$ cat src/rtl/seq_stage_controller.sv
// One-stage-per-cycle sequencer for the Y86-64 SEQ datapath: issues one-hot
// stage enables, tracks the architectural status and counts retired instructions.
module seq_stage_controller #(
    parameter int CNT_W     = 32,
    parameter int MAX_INSTR = 0
) (
    input  logic             clk,
    input  logic             rst_n,
    input  logic             start,
    input  logic             step_mode,
    input  logic             step_req,
    input  logic [3:0]       icode,
    input  logic             imem_error,
    input  logic             instr_invalid,
    input  logic             dmem_error,
    output logic             fetch_en,
    output logic             decode_en,
    output logic             exec_en,
    output logic             mem_en,
    output logic             wb_en,
    output logic             pc_en,
    output logic [2:0]       stat,
    output logic             busy,
    output logic             halted,
    output logic             limit_hit,
    output logic [CNT_W-1:0] retired
);

    typedef enum logic [3:0] {
        S_IDLE      = 4'd0,
        S_FETCH     = 4'd1,
        S_DECODE    = 4'd2,
        S_EXECUTE   = 4'd3,
        S_MEMORY    = 4'd4,
        S_WRITEBACK = 4'd5,
        S_PCUPD     = 4'd6,
        S_PAUSE     = 4'd7,
        S_HALTED    = 4'd8
    } state_t;

    localparam logic [2:0]       STAT_AOK = 3'd1;
    localparam logic [2:0]       STAT_HLT = 3'd2;
    localparam logic [2:0]       STAT_ADR = 3'd3;
    localparam logic [2:0]       STAT_INS = 3'd4;
    localparam logic             LIMIT_ON = (MAX_INSTR != 0);
    localparam logic [CNT_W-1:0] LIMIT    = CNT_W'(MAX_INSTR);
    localparam logic [CNT_W-1:0] ONE      = {{(CNT_W-1){1'b0}}, 1'b1};

    state_t           state_r;
    state_t           next_state_s;
    logic [2:0]       next_stat_s;
    logic             next_limit_s;
    logic [CNT_W-1:0] next_retired_s;

    // Next-state, status and counter decisions for the current stage.
    always_comb begin
        next_state_s   = state_r;
        next_stat_s    = stat;
        next_limit_s   = limit_hit;
        next_retired_s = retired;
        case (state_r)
            S_IDLE: begin
                if (start) begin
                    next_state_s = S_FETCH;
                end else begin
                    next_state_s = S_IDLE;
                end
            end
            S_FETCH: begin
                if (imem_error) begin
                    next_stat_s  = STAT_ADR;
                    next_state_s = S_HALTED;
                end else if (instr_invalid) begin
                    next_stat_s  = STAT_INS;
                    next_state_s = S_HALTED;
                end else if (icode == 4'h0) begin
                    next_stat_s  = STAT_HLT;
                    next_state_s = S_HALTED;
                end else begin
                    next_state_s = S_DECODE;
                end
            end
            S_DECODE:  next_state_s = S_EXECUTE;
            S_EXECUTE: next_state_s = S_MEMORY;
            S_MEMORY: begin
                // A data fault stops before writeback so no state is committed.
                if (dmem_error) begin
                    next_stat_s  = STAT_ADR;
                    next_state_s = S_HALTED;
                end else begin
                    next_state_s = S_WRITEBACK;
                end
            end
            S_WRITEBACK: next_state_s = S_PCUPD;
            S_PCUPD: begin
                next_retired_s = retired + ONE;
                if (LIMIT_ON && (next_retired_s == LIMIT)) begin
                    next_limit_s = 1'b1;
                    next_state_s = S_HALTED;
                end else if (step_mode) begin
                    next_state_s = S_PAUSE;
                end else begin
                    next_state_s = S_FETCH;
                end
            end
            S_PAUSE: begin
                if (step_req) begin
                    next_state_s = S_FETCH;
                end else begin
                    next_state_s = S_PAUSE;
                end
            end
            S_HALTED: next_state_s = S_HALTED;
            default:  next_state_s = S_IDLE;
        endcase
    end

    // State register; outputs are decoded from the next state so they are registered.
    always_ff @(posedge clk) begin
        if (!rst_n) begin
            state_r   <= S_IDLE;
            fetch_en  <= 1'b0;
            decode_en <= 1'b0;
            exec_en   <= 1'b0;
            mem_en    <= 1'b0;
            wb_en     <= 1'b0;
            pc_en     <= 1'b0;
            stat      <= STAT_AOK;
            busy      <= 1'b0;
            halted    <= 1'b0;
            limit_hit <= 1'b0;
            retired   <= {CNT_W{1'b0}};
        end else begin
            state_r   <= next_state_s;
            fetch_en  <= (next_state_s == S_FETCH);
            decode_en <= (next_state_s == S_DECODE);
            exec_en   <= (next_state_s == S_EXECUTE);
            mem_en    <= (next_state_s == S_MEMORY);
            wb_en     <= (next_state_s == S_WRITEBACK);
            pc_en     <= (next_state_s == S_PCUPD);
            stat      <= next_stat_s;
            busy      <= (next_state_s == S_FETCH)     || (next_state_s == S_DECODE) ||
                         (next_state_s == S_EXECUTE)   || (next_state_s == S_MEMORY) ||
                         (next_state_s == S_WRITEBACK) || (next_state_s == S_PCUPD);
            halted    <= (next_state_s == S_HALTED);
            limit_hit <= next_limit_s;
            retired   <= next_retired_s;
        end
    end

endmodule

$ cat config.mk
export PLATFORM = sky130hd
export DESIGN_NAME = seq_stage_controller
export DESIGN_NICKNAME = d
export VERILOG_FILES = /design/src/rtl/seq_stage_controller.sv
export SDC_FILE = /design/constraint.sdc
export NUM_CORES = 1
export LEC_CHECK = 0
export CAP_MARGIN = 20
export CORE_MARGIN = 2
export CORE_UTILIZATION = 45
export DETAILED_ROUTE_END_ITERATION = 12
export PLACE_DENSITY = 0.76
export RECOVER_POWER = 25
export SLEW_MARGIN = 20
export SYNTH_ARGS = -nofsm -noshare
export SYNTH_HDL_FRONTEND = slang
export SYNTH_SLANG_ARGS = --single-unit
export TNS_END_PERCENT = 50
$ cat constraint.sdc
create_clock -name clk -period 1.8 [get_ports clk]
set_clock_uncertainty 0.2 [all_clocks]
set_input_delay 0.54 -clock clk [delete_from_list [all_inputs] [get_ports clk]]
set_output_delay 0.54 -clock clk [all_outputs]
set_load 0.01 [all_outputs]
==> results.py <==
metrics = {
    "floorplan": {
        "coreArea_um2": 5070,
        "fp.dieW_um": 76.1,
        "die_h_um": 76.1,
        "die_area_um2": 5790,
        "start_util": 0.461,
        "ios": 56,
        "rows": 26,
    },
    "cts": {
        "cts_htree_levels": 2,
        "cts_hold_buf": 0,
        "cts_sinks": 47,
        "worstSkewPairLatency_ns": 0.30,
        "cts_buffers": 5,
        "cts_tree": "built",
        "clock_path_buffers": 2,
        "clockRootBuffer": "clkbuf_8",
        "path_clk_slew_ns": 0.09,
    },
    "logic_synthesis": {
        "synth_edf_count": 0,
        "syn_area_um2": 2340,
        "ys_warn_count": 0,
        "synth_ff_type": "dfxtp_1",
        "syn-num-nets": 268,
        "avgSynthCellArea_um2": 9.18,
        "synth-seq-cells": 47,
        "async_flop_share": 0,
        "ys_types": 58,
        "synth-seq-area-share": 0.402,
        "syn-instance-count": 255,
    },
    "grt": {
        "grt_pass1_vias": 2306,
        "grt_max_degree": 23,
        "overflow": 0,
        "grt_antenna_before_repair": 0,
        "grt_pass1_wl_mm": 10.8,
        "grtUsageTotal": 0.224,
    },
    "worst_setup_path": {
        "worstSetupEndpointType": "flip-flop",
        "reg2reg_to": "retired[31]",
        "crit_type": "reg2reg",
        "cp_max_fo": 10,
        "r2r-start": "retired[1]",
        "arrival_ns": 1.94,
        "critical_path.startpoint_type": "flip-flop",
        "cp.required_ns": 1.84,
        "ff2ff_path_depth": 6,
        "rrSetupSlack_ns": -0.11,
    },
    "timing": {
        "min_period_ns": 1.91,
        "hold_violations": 0,
        "fin_crit_sh": 1.06,
        "finalMaxSlewViolations": 0,
        "rsz0062_at_grt": "yes",
        "max_freq_mhz": 524,
        "setup_ws_ns": -0.109,
        "whs_ns": 0.281,
        "setup_viol": 21,
        "setup_tns_ns": -0.861,
    },
    "hold_path": {
        "hold_end": "stat[2]",
        "min-delay-start": "stat[2]",
        "hold_path.class": "reg2reg",
        "hold_depth": 2,
    },
    "drt": {
        "finalWirelength_mm": 7.06,
        "drc": 0,
        "wire_per_inst_um": 15.9,
        "routed-wl-met3_um": 335,
        "dr.pass1.iters": 4,
        "dr.max_layer_used": "met4",
        "met2_length_mm": 3.43,
        "drt-initial-drc-count": 104,
        "ant_nets": 0,
        "drt-met1-wl_mm": 3.16,
        "via_per_inst": 5.65,
        "vias": 2516,
    },
    "power": {
        "power_density_nw_per_um2": 544,
        "power_w": 0.00205,
        "power_leakage_nw": 1.63,
        "ir_drop_uv": 370,
    },
    "final_layout": {
        "postLayoutCoreUtil": 0.741,
        "diodes": 0,
        "final_cell_mix": "buf_4 (60), dlygate4sd2_1 (38), dfxtp_1 (30)",
        "layout_commonest_cell": "buf_4",
        "nets": 387,
        "n_fill_cell": 378,
        "layout-drive-gt1-share": 0.389,
        "area_growth_pct": 60.7,
    },
    "placed_design": {
        "numPortBuffers": 54,
        "hpwl_mm": 4.48,
        "gp_congestion": 0.878,
    },
    "outcome": {
        "violations": "negative setup slack",
        "status": "finished with violations",
    },
    "job": {
        "cap_violations": 0,
    },
}
## kinds of logic after synthesis
group / share of synthesized area
simple gates: 0.313
compound gates: 0.178
flops: 0.402
buf+inv: 0.0444
xor+xnor: 0.0299
mux: 0.0262
fa+ha+maj: 0.00535
other cells: 0.00160
## synthesized netlist by cell type (6+ instances only)
library cell,count,area [um2]
o31ai_1,6,45.0
nand3_1,10,50.1
nor2_1,14,52.6
dfxtp_1,47,941
nand4_1,7,43.8
xor2_1,6,52.6
o311ai_0,6,52.6
a21oi_1,17,85.1
nand2_1,17,63.8
nand2b_1,9,56.3
o41ai_1,6,52.6
or3_1,7,43.8
or4_1,6,45.0
o21ai_0,11,55.1
nor3_1,6,30.0
## through the flow
step                      setup WS [ns]  cells  instance area [um2]
after CTS                        -0.114    428                 3430
after detailed placement         -0.491    415                 3290
after global placement           -0.455    415                 3290
final                            -0.109    445                 3760
after floorplan                -0.00970    255                 2360
after global routing             -0.226    445                 3760
## routing by layer
metal  up-vias  global-route usage
met1      1206               0.297
met3        14              0.0427
met5         -                   0
li1       1211                   -
met4         0              0.0709
met2        85               0.369
## layout make-up
cell class	count	area, um2	area share
well taps	70	87.6	0.0233
inverters	4	15.0	0.00399
multi-input cells	191	1540	0.409
clock buffers	7	76.3	0.0203
flip-flops and latches	47	967	0.257
repair buffers	125	1050	0.278
clock inverters	1	30.0	0.00798
## state kept, by name, indices dropped and copies added (netlist names)
register	cells
state_r	4
busy	1
wb_en	1
decode_en	1
exec_en	1
mem_en	1
halted	1
fetch_en	1
pc_en	1
retired	32
stat	3
## where the power goes
group,switching [W],total [W],leakage [nW],internal (W)
combinational,0.000108,0.000209,1.19,0.000102
sequential,0.0000108,0.00106,0.389,0.00105
clock,0.000357,0.000773,0.0524,0.000416
total,0.000475,0.00205,1.63,0.00157
## repair_timing
item | in CTS | in global routing
setup endpoints to repair | 77 | 42
gates cloned | 1 | 0
setup buffers | 4 | 17
resized for setup | 79 | 65
pin swaps | 16 | 16
## how the worst max path moves through the flow
stage,from,endpoint,depth (start not counted)
after floorplan,step_mode,fetch_en,4
after global placement,dmem_error,fetch_en,5
after detailed placement,icode[1],fetch_en,5
after CTS,retired[1],retired[9],6
after global routing,retired[0],retired[31],6
final,retired[1],retired[31],6
## worst max-delay path, stage by stage, from the launching register on
cell and delay (ns):
dfxtp_4 0.37, buf_6 0.09, and4b_2 0.28, buf_4 0.14, nand4_4 0.21, nor4_2 0.34, mux2i_1 0.22
(Power assumes the default switching activity.)
